`config.mk`:
```
export PLATFORM = sky130hd
export DESIGN_NAME = pc_sequencer
export DESIGN_NICKNAME = d
export VERILOG_FILES = /design/src/rtl/pc_sequencer.sv
export SDC_FILE = /design/constraint.sdc
export NUM_CORES = 1
export LEC_CHECK = 0
export BUFFER_PORTS_ARGS = -buffer_cell sky130_fd_sc_hd__buf_2
export CORE_UTILIZATION = 49
export DETAILED_ROUTE_END_ITERATION = 6
export PLACE_DENSITY_LB_ADDON = 0.25
export SLEW_MARGIN = 15
export SYNTH_ARGS = -nofsm -noshare
export SYNTH_HDL_FRONTEND = slang
export SYNTH_SLANG_ARGS = --single-unit
```
`constraint.sdc`:
```
create_clock -name clk -period 2.3 [get_ports clk]
set_clock_uncertainty 0.1 [all_clocks]
set_input_delay 0.115 -clock clk [delete_from_list [all_inputs] [get_ports clk]]
set_output_delay 0.115 -clock clk [all_outputs]
set_load 0.01 [all_outputs]
```
`src/rtl/pc_sequencer.sv`:
```
// Program-counter sequencer: holds the fetch PC, supplies both operands to the
// two-input select stage, and inserts redirect bubbles after taken branches.
module pc_sequencer #(
    parameter logic [31:0] RESET_PC         = 32'h0000_0000,
    parameter int unsigned REDIRECT_BUBBLES = 1
) (
    input  logic        clk,
    input  logic        reset,
    input  logic        fetch_ready,
    input  logic        branch_taken,
    input  logic [31:0] branch_target,
    output logic [31:0] pc,
    output logic        pc_valid,
    output logic [31:0] pc_plus4,
    output logic [31:0] target_aligned,
    output logic        sel,
    output logic [31:0] next_pc,
    output logic [15:0] branch_count
);

    localparam int unsigned PC_W  = 32;
    localparam int unsigned CNT_W = 16;
    localparam logic [1:0]  BUB_RELOAD = 2'(REDIRECT_BUBBLES);
    localparam logic [CNT_W-1:0] CNT_MAX = '1;

    typedef enum logic [1:0] {
        S_INIT   = 2'd0,
        S_RUN    = 2'd1,
        S_BUBBLE = 2'd2
    } state_t;

    state_t            r_state;
    state_t            w_state_nxt;
    logic [1:0]        r_bub_cnt;
    logic [1:0]        w_bub_cnt_nxt;
    logic [PC_W-1:0]   r_pc;
    logic [PC_W-1:0]   w_pc_nxt;
    logic [CNT_W-1:0]  r_branch_count;
    logic [CNT_W-1:0]  w_branch_count_nxt;
    logic              r_pc_valid;
    logic              w_count_inc;
    logic              w_sel;
    logic [PC_W-1:0]   w_pc_plus4;
    logic [PC_W-1:0]   w_target_aligned;

    // State register; pc_valid is registered from the next-state decode.
    always_ff @(posedge clk) begin
        if (reset) begin
            r_state        <= S_INIT;
            r_bub_cnt      <= 2'd0;
            r_pc           <= RESET_PC;
            r_branch_count <= '0;
            r_pc_valid     <= 1'b0;
        end else begin
            r_state        <= w_state_nxt;
            r_bub_cnt      <= w_bub_cnt_nxt;
            r_pc           <= w_pc_nxt;
            r_branch_count <= w_branch_count_nxt;
            r_pc_valid     <= (w_state_nxt == S_RUN);
        end
    end

    // Next-state, next-pc and redirect counting.
    always_comb begin
        w_state_nxt   = r_state;
        w_bub_cnt_nxt = r_bub_cnt;
        w_pc_nxt      = r_pc;
        w_count_inc   = 1'b0;
        case (r_state)
            S_INIT: begin
                w_state_nxt = S_RUN;
            end
            S_RUN: begin
                if (branch_taken) begin
                    w_pc_nxt    = w_target_aligned;
                    w_count_inc = 1'b1;
                    if (BUB_RELOAD != 2'd0) begin
                        w_state_nxt   = S_BUBBLE;
                        w_bub_cnt_nxt = BUB_RELOAD;
                    end
                end else if (fetch_ready) begin
                    w_pc_nxt = w_pc_plus4;
                end
            end
            S_BUBBLE: begin
                if (branch_taken) begin
                    w_pc_nxt      = w_target_aligned;
                    w_count_inc   = 1'b1;
                    w_bub_cnt_nxt = BUB_RELOAD;
                end else if (r_bub_cnt == 2'd1) begin
                    w_state_nxt   = S_RUN;
                    w_bub_cnt_nxt = 2'd0;
                end else begin
                    w_bub_cnt_nxt = r_bub_cnt - 2'd1;
                end
            end
            default: begin
                w_state_nxt   = S_INIT;
                w_bub_cnt_nxt = 2'd0;
            end
        endcase
        w_branch_count_nxt = (w_count_inc && (r_branch_count != CNT_MAX))
                           ? r_branch_count + CNT_W'(1) : r_branch_count;
    end

    // Same-cycle mux operands and select.
    always_comb begin
        w_pc_plus4       = r_pc + PC_W'(4);
        w_target_aligned = branch_target & ~PC_W'(3);
        w_sel            = branch_taken & (r_state != S_INIT);
    end

    assign pc             = r_pc;
    assign pc_valid       = r_pc_valid;
    assign pc_plus4       = w_pc_plus4;
    assign target_aligned = w_target_aligned;
    assign sel            = w_sel;
    assign next_pc        = w_sel ? w_target_aligned : w_pc_plus4;
    assign branch_count   = r_branch_count;

endmodule

```
==> metrics.yaml <==
status: "finished with violations"
violations: "negative setup slack"
ys_ff_latch: 51
path_clk_slew_ns: 0.11
dp.cells: 783
cp_top_family: "buffers and inverters"
setup_viol: 4
crit_required_ns: 2.09
ys_seq_area_share_pct: 24.5
drt_pass1_iterations: 5
hold_violations: 0
power_density_nw_per_um2: 474
insertion_delay_ns: 0.32
syn_to_final_growth_pct: 37.9
seq_area_um2: 1060
antennaDiodeCount: 0
critical_path.slowest_cell: "dfxtp_2"
critPathMaxFanout: 4
grt_max_degree: 28
cts_root_buf: "clkbuf_8"
coreArea_um2: 8220
cp_common_cell: "buf_6"
clock_path_buffers: 2
antenna_found_initial: 0
h-tree-depth: 2
drc: 0
end_kind: "output port"
drive_above_1_share_pct: 47.3
hold_class: "input pin to flip-flop"
cts.sinks: 51
drt_wl_total_um: 13600
grt_pass1_vias: 4203
r2r_cells: 7
syn_area_per_cell_um2: 7.75
layout.nets: 759
leakage_uw: 0.00284
rsz0062_at_grt: "yes"
relSlewSlack_pct: 65.9
hpwl_um: 9520
crit-reg2reg-launch: "r_state[1]"
fin_area_um2: 5750
worst_pin_slew_ns: 0.511
crit_chain: "buf_6, nand4_1, buf_4, nor4_4, buf_6, nand3_4, xnor2_2, mux2_4, buf_6"
r2r_end: "branch_count[7]"
first_iter_violations: 378
finalCritPeriodShare_pct: 102
drv_slew: 0
layout_min_cycle_time_ns: 2.35
wl_per_cell_um: 16.5
tritoncts: "yes"
final_antenna_net_count: 0
ys_types: 63
synthCells: 538
critPathArrivalTime_ns: 2.14
numCtsBuffers: 5
cp-start-kind: "flip-flop"
worst_hold_startpoint: "branch_target[2]"
die_h_um: 94.3
globalplace.congestion: 0.874
whs_endpoint: "pc[2]"
fin_ws_ns: -0.0506
viasPerCell: 5.80
grt.total_usage_pct: 28.9
chipWidth_um: 94.3
overflow: 0
synth_top_area_share_pct: 24.5
dpl_cell_area_um2: 5060
die_area_um2: 8880
synthTopCellsByCount: "59 x nor2_1, 51 x dfxtp_1, 39 x buf_4, 39 x nand2_1, 33 x a21oi_1"
fmax_mhz: 425
hold_depth: 3
syn_area_um2: 4170
finalPower_uw: 2720
synth_ff_type: "dfxtp_1"
cp_num_buf_inv: 4
grt_pass1_wl_um: 20300
drv_cap: 0
synth-edff-count: 0
synth.most_common_cell: "nor2_1"
async_reset_ff_share_pct: 0
core.rowCount: 33
path_class: "flip-flop to output port"
cpPeakStageDelay_ns: 0.36
multi_input_area_um2: 2870
yosysTopAreaCell: "dfxtp_1"
final_cell_count_no_fill: 822
start_util_pct: 50.8
n_fill_cell: 677
r2r_slack_ns: 0.15
port-buffer-count: 171
vdd_drop_max_mv: 0.280
ys_warn_count: 0
io_pins: 182
vias: 4769
synth_area_leaders: "dfxtp_1 24%, buf_4 7.0%, mux2_2 5.9%, nor2_1 5.3%, xnor2_1 4.6%"
-- layout make-up --
cell class	count	area share (%)
flip-flops and latches	51	18.4
well taps	105	2.28
multi-input cells	401	49.9
repair buffers	243	26.4
inverters	14	0.914
clock inverters	2	0.674
clock buffers	6	1.44
-- worst max-delay path by stage --
stage	start	to	slack (ns)	cells past startpoint
floorplan	pc[4]	next_pc[29]	0.05	7
global placement	r_state[0]	pc[26]	0.09	7
detailed placement	r_state[1]	pc[25]	-0.009	6
CTS	pc[18]	next_pc[29]	-0.07	6
global route	pc[3]	next_pc[20]	-0.12	8
finish	pc[8]	next_pc[20]	-0.05	9
-- worst min-delay path, cell delays in order --
cell and delay (ns):
buf_2 0.11, nand3_1 0.08, a31oi_1 0.09
-- routing by layer --
layer | track usage (%) | wire [µm]
met5 | 0 | 0
met4 | 12.7 | 340
met3 | 4.05 | 1030
met2 | 48.9 | 6740
met1 | 36.2 | 5460
-- registers in the layout, summed over array words and instances, names as in the netlist --
name          cells
branch_count     16
pc               30
pc_valid          1
r_bub_cnt         2
r_state           2
-- metrics by stage --
| step | TNS [ns] | util (%) | setup WS, ns | hold slack (ns) |
|---|---|---|---|---|
| 3_3_place_gp | 0 | 61.6 | 0.0861 | 0.310 |
| 6_report | -0.133 | 70.0 | -0.0506 | 0.0102 |
| 5_1_grt | -0.600 | 70.0 | -0.115 | 0.0154 |
| 3_5_place_dp | -0.00858 | 61.6 | -0.00858 | 0.315 |
| 4_1_cts | -0.157 | 65.3 | -0.0656 | 0.00681 |
| 2_1_floorplan | 0 | - | 0.0494 | 0.178 |
-- what timing repair did --
item	in CTS	in global routing
endpoints found under the setup margin	24	29
buffers inserted	7	22
pin swaps	8	20
hold buffers	2	0
endpoints found under the hold margin	2	0
resized for setup	38	55
-- cell families (layout without fill, tap and decap cells) --
family	after synthesis	in the layout	share of synthesized area, %
AND/OR/NAND/NOR	210	210	28.0
adder cells (fa/ha/maj)	7	7	2.10
XOR/XNOR	40	40	8.58
AO/OA/AOI/OAI	106	106	16.4
multiplexers	30	30	7.89
flip-flops	51	51	24.5
other	1	8	0.0899
buffers and inverters	93	265	12.4
-- report_power, final --
part	switching [µW]	internal [µW]
clock network	341	359
logic	559	463
registers	60.0	942
total	960	1760
-- layout by cell type, fill, tap and decap left out, drive strengths merged, types with 7 or more instances in the layout --
cell type  Yosys  final
and3           8      8
buf           52    241
mux2i          7      7
nor2          59     59
a21oi         33     33
a211oi         9      9
xor2          17     17
nor3          14     14
dfxtp         51     51
a32oi          8      8
nand2         39     39
ha             7      7
inv           14     15
nand3         26     26
xnor2         23     23
nor4           8      8
a31oi          9      9
and4           9      9
conb           1      8
o21ai         18     18
nand4         18     18
mux2          23     23
No activity file was read; power rests on OpenSTA's default activity.
